**config.mk**
```make
export PLATFORM = sky130hd
export DESIGN_NAME = periph_src_switch
export DESIGN_NICKNAME = d
export VERILOG_FILES = /design/src/rtl/periph_pkg.sv /design/src/rtl/periph_bundle_mux.sv /design/src/rtl/periph_src_switch.sv
export SDC_FILE = /design/constraint.sdc
export NUM_CORES = 1
export LEC_CHECK = 0
export CORE_UTILIZATION = 41
export CTS_BUF_LIST = sky130_fd_sc_hd__clkbuf_8
export DETAILED_ROUTE_END_ITERATION = 7
export PLACE_DENSITY = 0.83
export RECOVER_POWER = 50
export SLEW_MARGIN = 20
export SYNTH_ARGS = -nofsm -noshare
export SYNTH_HDL_FRONTEND = slang
export SYNTH_SLANG_ARGS = --single-unit
```
**constraint.sdc**
```tcl
create_clock -name CLK -period 2.7 [get_ports CLK]
set_input_delay 0.27 -clock CLK [delete_from_list [all_inputs] [get_ports CLK]]
set_output_delay 0.27 -clock CLK [all_outputs]
set_load 0.02 [all_outputs]
```
**src/rtl/periph_pkg.sv**
```systemverilog
// Shared layout of one peripheral bundle (50 bits, LED_D at the MSB end, LCD_D at the LSB end),
// its idle value, the switch FSM states and the select-width helper.
package periph_pkg;

  localparam int LCD_D_W    = 8;
  localparam int LCD_E_W    = 1;
  localparam int LCD_RW_W   = 1;
  localparam int LCD_RS_W   = 1;
  localparam int DOT_RD_W   = 7;
  localparam int DOT_CD_W   = 10;
  localparam int SEG_DATA_W = 8;
  localparam int SEG_COM_W  = 6;
  localparam int LED_D_W    = 8;

  localparam int LCD_D_OFF    = 0;
  localparam int LCD_E_OFF    = LCD_D_OFF + LCD_D_W;
  localparam int LCD_RW_OFF   = LCD_E_OFF + LCD_E_W;
  localparam int LCD_RS_OFF   = LCD_RW_OFF + LCD_RW_W;
  localparam int DOT_RD_OFF   = LCD_RS_OFF + LCD_RS_W;
  localparam int DOT_CD_OFF   = DOT_RD_OFF + DOT_RD_W;
  localparam int SEG_DATA_OFF = DOT_CD_OFF + DOT_CD_W;
  localparam int SEG_COM_OFF  = SEG_DATA_OFF + SEG_DATA_W;
  localparam int LED_D_OFF    = SEG_COM_OFF + SEG_COM_W;
  localparam int BUNDLE_W     = LED_D_OFF + LED_D_W;

  localparam int CNT_W = 8;

  typedef struct packed {
    logic [LED_D_W-1:0]    led_d;
    logic [SEG_COM_W-1:0]  seg_com;
    logic [SEG_DATA_W-1:0] seg_data;
    logic [DOT_CD_W-1:0]   dot_cd;
    logic [DOT_RD_W-1:0]   dot_rd;
    logic                  lcd_rs;
    logic                  lcd_rw;
    logic                  lcd_e;
    logic [LCD_D_W-1:0]    lcd_d;
  } bundle_t;

  localparam bundle_t IDLE_BUNDLE = '0;

  typedef enum logic [1:0] {
    ST_ACTIVE = 2'd0,
    ST_WAIT_E = 2'd1,
    ST_BLANK  = 2'd2
  } sw_state_e;

  function automatic int sel_width(input int n);
    return (n > 2) ? $clog2(n) : 1;
  endfunction

endpackage

```
**src/rtl/periph_bundle_mux.sv**
```systemverilog
// Combinational N_SRC-to-1 bundle selector; an out-of-range index yields the idle bundle,
// and exactly one source (or none) is ever chosen, so bits of two sources never mix.
module periph_bundle_mux
  import periph_pkg::*;
#(
  parameter int N_SRC = 2,
  parameter int SW    = 1
) (
  input  logic [N_SRC*BUNDLE_W-1:0] src_bus_i,
  input  logic [SW-1:0]             sel_i,
  output bundle_t                   bundle_o
);

  bundle_t src_arr [N_SRC];

  for (genvar gi = 0; gi < N_SRC; gi++) begin : g_split
    assign src_arr[gi] = src_bus_i[gi*BUNDLE_W +: BUNDLE_W];
  end

  always_comb begin
    bundle_o = IDLE_BUNDLE;
    for (int k = 0; k < N_SRC; k++) begin
      if (sel_i == SW'(k)) bundle_o = src_arr[k];
    end
  end

endmodule

```
**src/rtl/periph_src_switch.sv**
```systemverilog
// Glitch-safe switch of the peripheral pins between N_SRC driving sources: waits for the
// outgoing LCD_E to drop (bounded), blanks all pins for BLANK_CYC cycles, then hands over.
module periph_src_switch
  import periph_pkg::*;
#(
  parameter int N_SRC     = 2,
  parameter int BLANK_CYC = 16,
  parameter int E_TIMEOUT = 255,
  localparam int SW       = sel_width(N_SRC)
) (
  input  logic                      CLK,
  input  logic                      RST,
  input  logic [SW-1:0]             SEL,
  input  logic [N_SRC*BUNDLE_W-1:0] SRC_BUS,
  output logic [7:0]                LED_D,
  output logic [5:0]                SEG_COM,
  output logic [7:0]                SEG_DATA,
  output logic [9:0]                DOT_CD,
  output logic [6:0]                DOT_RD,
  output logic                      LCD_RS,
  output logic                      LCD_RW,
  output logic                      LCD_E,
  output logic [7:0]                LCD_D,
  output logic [SW-1:0]             CUR_SEL,
  output logic                      BUSY,
  output logic                      SEL_ERR
);

  localparam logic [CNT_W-1:0] BLANK_LAST = CNT_W'(BLANK_CYC - 1);
  localparam logic [CNT_W-1:0] E_LAST     = CNT_W'(E_TIMEOUT - 1);
  localparam logic [SW:0]      N_SRC_V    = (SW + 1)'(N_SRC);

  sw_state_e        state_q, state_d;
  logic [SW-1:0]    cur_sel_q, cur_sel_d;
  logic [SW-1:0]    nxt_sel_q, nxt_sel_d;
  logic [CNT_W-1:0] cnt_q, cnt_d, cnt_inc;
  logic             force_q, force_d;
  logic             sel_err_q;
  bundle_t          out_q, out_d;
  bundle_t          mux_bundle;
  logic [SW-1:0]    mux_sel;
  logic             sel_valid;

  assign sel_valid = ({1'b0, SEL} < N_SRC_V);
  assign cnt_inc   = (cnt_q == '1) ? cnt_q : cnt_q + 1'b1;
  // During BLANK the mux already looks at the incoming source so the handover edge loads it.
  assign mux_sel   = (state_q == ST_BLANK) ? nxt_sel_q : cur_sel_q;

  periph_bundle_mux #(
    .N_SRC (N_SRC),
    .SW    (SW)
  ) u_mux (
    .src_bus_i (SRC_BUS),
    .sel_i     (mux_sel),
    .bundle_o  (mux_bundle)
  );

  always_ff @(posedge CLK) begin
    if (RST) begin
      state_q   <= ST_ACTIVE;
      cur_sel_q <= '0;
      nxt_sel_q <= '0;
      cnt_q     <= '0;
      force_q   <= 1'b0;
      sel_err_q <= 1'b0;
      out_q     <= IDLE_BUNDLE;
    end else begin
      state_q   <= state_d;
      cur_sel_q <= cur_sel_d;
      nxt_sel_q <= nxt_sel_d;
      cnt_q     <= cnt_d;
      force_q   <= force_d;
      sel_err_q <= !sel_valid;
      out_q     <= out_d;
    end
  end

  always_comb begin
    state_d   = state_q;
    cur_sel_d = cur_sel_q;
    nxt_sel_d = nxt_sel_q;
    cnt_d     = cnt_q;
    force_d   = 1'b0;
    case (state_q)
      ST_ACTIVE: begin
        if (sel_valid && (SEL != cur_sel_q)) begin
          state_d   = ST_WAIT_E;
          nxt_sel_d = SEL;
          cnt_d     = '0;
        end
      end
      ST_WAIT_E: begin
        cnt_d = cnt_inc;
        if (sel_valid && (SEL != nxt_sel_q)) nxt_sel_d = SEL;
        if (sel_valid && (SEL == cur_sel_q)) begin
          state_d = ST_ACTIVE;
          cnt_d   = '0;
        end else if (force_q || !mux_bundle.lcd_e) begin
          state_d = ST_BLANK;
          cnt_d   = '0;
        end else if (cnt_q >= E_LAST) begin
          force_d = 1'b1;
        end
      end
      ST_BLANK: begin
        if (sel_valid && (SEL != nxt_sel_q)) begin
          nxt_sel_d = SEL;
          cnt_d     = '0;
        end else if (cnt_q >= BLANK_LAST) begin
          state_d   = ST_ACTIVE;
          cur_sel_d = nxt_sel_q;
          cnt_d     = '0;
        end else begin
          cnt_d = cnt_inc;
        end
      end
      default: state_d = ST_ACTIVE;
    endcase
  end

  // A timed-out source gets one cycle with LCD_E pulled low and everything else frozen.
  always_comb begin
    out_d = mux_bundle;
    if (force_d) begin
      out_d       = out_q;
      out_d.lcd_e = 1'b0;
    end else if (state_d == ST_BLANK) begin
      out_d = IDLE_BUNDLE;
    end
  end

  assign BUSY     = (state_q != ST_ACTIVE);
  assign SEL_ERR  = sel_err_q;
  assign CUR_SEL  = cur_sel_q;
  assign LED_D    = out_q.led_d;
  assign SEG_COM  = out_q.seg_com;
  assign SEG_DATA = out_q.seg_data;
  assign DOT_CD   = out_q.dot_cd;
  assign DOT_RD   = out_q.dot_rd;
  assign LCD_RS   = out_q.lcd_rs;
  assign LCD_RW   = out_q.lcd_rw;
  assign LCD_E    = out_q.lcd_e;
  assign LCD_D    = out_q.lcd_d;

endmodule

```
==> flow_summary.toml, run 1 <==
[status]
status = "finished clean"

[layout]
fillCellCount = 560
final_cell_mix = "clkdlybuf4s50_1 (103), dfxtp_1 (63), mux2i_1 (56)"
diodes = 0
seq_area_um2 = 1260
layout-drive-gt1-share_pct = 5.91
final_common_cell = "clkdlybuf4s50_1"
final_core_util_pct = 69.9
nNetsFinal = 579
syn_to_final_growth_pct = 62.7
multi_input_area_um2 = 1600
design_area_um2 = 4830

[drt]
met1_length_um = 3240
drtIter0Drc = 107
postRouteWirelength_um = 8230
routed-via-count = 2890
top_layer_used = "met4"
first_pass_iters = 4
wl_met3_um = 461
route.met2.wl_um = 4430
routedWlPerCell_um = 14.4
vias_per_cell = 5.07
ant_nets = 0
route.detailed.drc = 0

[critical_path]
max_stage_delay_ps = 340
crit_arrival_ps = 2650
cpMostUsedCell = "buf_4"
worstSetupEndpointType = "register"
crit_buf_inv = 3
crit_fanout = 24
worstSetupStartpointType = "register"
worstPathRequired_ps = 2910
worstSetupPathType = "reg2reg"
critical_path.top_delay_family = "multiplexers"
slowest_stage = "dfxtp_1"
cp_cell_sequence = "inv_1 -> ha_1 -> mux2i_1 -> mux2i_2 -> buf_4 -> a31oi_1 -> a211oi_4 -> buf_4 -> o31ai_1"

[sta]
clock-skew-final_ps = 8.31
worst_pin_slew_ps = 827
hold_violations = 0
slew_viol_final = 0
setup_viol = 0
setup_tns_ps = 0
rsz0062_at_grt = "false"
period_minus_slack_ps = 2440
finalCritPeriodShare_pct = 90.2
slew_headroom_pct = 44.9
fmax_ghz = 0.410
setup_slack_ps = 264

[placement]
dp_hpwl_um = 6160
dpl_cell_area_um2 = 4650
portBuffers = 154
dp_slack_ps = 205
place_congestion = 0.952

[global_routing]
antenna_found_initial = 0
grt_pass1_wl_um = 13000
grt-ovfl-total = 0
grt_pass1_vias = 2749
grt.total_usage_pct = 22.2
grt_max_degree = 51

[logic_synthesis]
synth_edf_count = 0
ys_ff_latch = 63
synthMuxAreaShare_pct = 19.5
synth_top_family_by_area = "multiplexers"
syn_avg_cell_area_um2 = 9.33
postSynth.asyncResetShare_pct = 0
synth_cell_types = 37
synth_fa_ha_area_share_pct = 2.53
synth-seq-area-share_pct = 42.5
synth_simple_gate_area_share_pct = 12.1
syn_nets = 427
synth_area_um2 = 2970
yosys_warnings = 0
synth_flop_cell = "dfxtp_1"
synth_xor_area_share_pct = 1.18
synth-compound-area-share_pct = 18.1
synth_cells = 318

[die]
io_pins = 156
start_util_pct = 43.0
die_w_um = 87.1
rows = 30
die_area_um2 = 7580
core-area_um2 = 6910
die_y_um = 87.1

[cts]
post_cts_buffers = 0
clk_pin_slew_ps = 70
post_cts_resize_count = 0
cts-root-buf = "clkbuf_8"
clk_latency_ps = 340
clk_path_buf_depth = 2
hold_buffers = 0
h-tree-depth = 3
cts_tree = "built"
cts_sinks = 63
cts_buffers = 9

[run]
maxCapViolCount = 0

[pwr]
power_w = 0.00227
powerDensity_nw_per_um2 = 470
p_leak_nw = 2.18
vdd_drop_max_uv = 257

[hold_path]
hp-class = "reg2reg"
-- Yosys cell counts (2+ instances only) --
| library cell | n | area share, % |
|---|---|---|
| a31oi_1 | 2 | 0.42 |
| a21oi_1 | 5 | 0.84 |
| xnor2_1 | 3 | 0.89 |
| a211oi_1 | 4 | 1.0 |
| nor2_1 | 12 | 1.5 |
| mux2i_2 | 2 | 0.93 |
| o31ai_1 | 49 | 12 |
| nand2_1 | 55 | 7.0 |
| nand3_1 | 5 | 0.84 |
| ha_1 | 6 | 2.5 |
| mux2i_1 | 55 | 19 |
| dfxtp_1 | 63 | 43 |
| nand4_1 | 4 | 0.84 |
| o21ai_1 | 2 | 0.34 |
| clkbuf_1 | 15 | 1.9 |
| nor3_1 | 2 | 0.34 |
| inv_1 | 7 | 0.89 |
| nor2b_1 | 2 | 0.42 |
| o21ai_0 | 3 | 0.51 |
| buf_2 | 5 | 0.84 |
-- path summary, 6_finish.rpt --
check	start	end	slack, ps	cells after the start
worst max register to register	state_q[0]	DOT_CD[6]	260	9
worst min register to register	LCD_D[1]	LCD_D[1]	450	2
worst max-delay path	state_q[0]	DOT_CD[6]	260	9
worst min-delay path	LCD_D[1]	LCD_D[1]	450	2
-- per-layer routing --
metal | global-route usage (%) | vias to the layer above
met2 | 39.3 | 87
li1 | - | 1453
met4 | 6.82 | 0
met3 | 5.50 | 9
met5 | 0 | -
met1 | 26.3 | 1341
-- report_power, final --
part	internal (W)	switching (W)
Clock	0.000467	0.000349
Combinational	0.000253	0.000192
Sequential	0.000980	0.0000267
-- state kept, by name, summed over array words and instances, names as in the netlist --
name,cells
LCD_D,8
LCD_RS,1
DOT_CD,10
LCD_RW,1
cnt_q,8
DOT_RD,7
CUR_SEL,1
LCD_E,1
SEG_DATA,8
LED_D,8
state_q,2
force_q,1
SEG_COM,6
nxt_sel_q,1
-- through the flow --
step / cells / hold WS, ps
after CTS: 570 / 454
after detailed placement: 555 / 440
after global routing: 570 / 469
after floorplan: 318 / 417
final: 570 / 447
after global placement: 555 / 434
-- cell families (layout without fill, tap and decap cells) --
| family | count (synthesis) | after routing |
|---|---|---|
| buffers and inverters | 29 | 185 |
| adders and majority gates | 6 | 6 |
| DFF | 63 | 63 |
| AOI/OAI and AO/OA | 74 | 74 |
| other | 1 | 1 |
| and+or+nand+nor | 84 | 84 |
| xor gates and xnor gates | 4 | 4 |
| muxes | 57 | 57 |
-- area by class of cell --
type                            count  share of cell area (%)
Clock inverter                      4                   0.933
Multi-Input combinational cell    226                    33.2
Tap cell                           96                    2.49
Timing Repair Buffer              163                    33.6
Clock buffer                       11                    3.14
Sequential cell                    63                    26.1
Inverter                            7                   0.544
-- worst register-to-register path, cell delays in order (launching register included) --
cell,delay [ps]
dfxtp_1,340
inv_1,90
ha_1,250
mux2i_1,310
mux2i_2,280
buf_4,180
a31oi_1,160
a211oi_4,260
buf_4,310
o31ai_1,130
Note: power is estimated with default switching activity, not from simulation.
==> inputs of run 2 (changes only) <==
Settings changed: SLEW_MARGIN 20 to 0.
==> results of run 2 <==
Same layout as run 1: the final DEF is identical, and so are final timing and power.
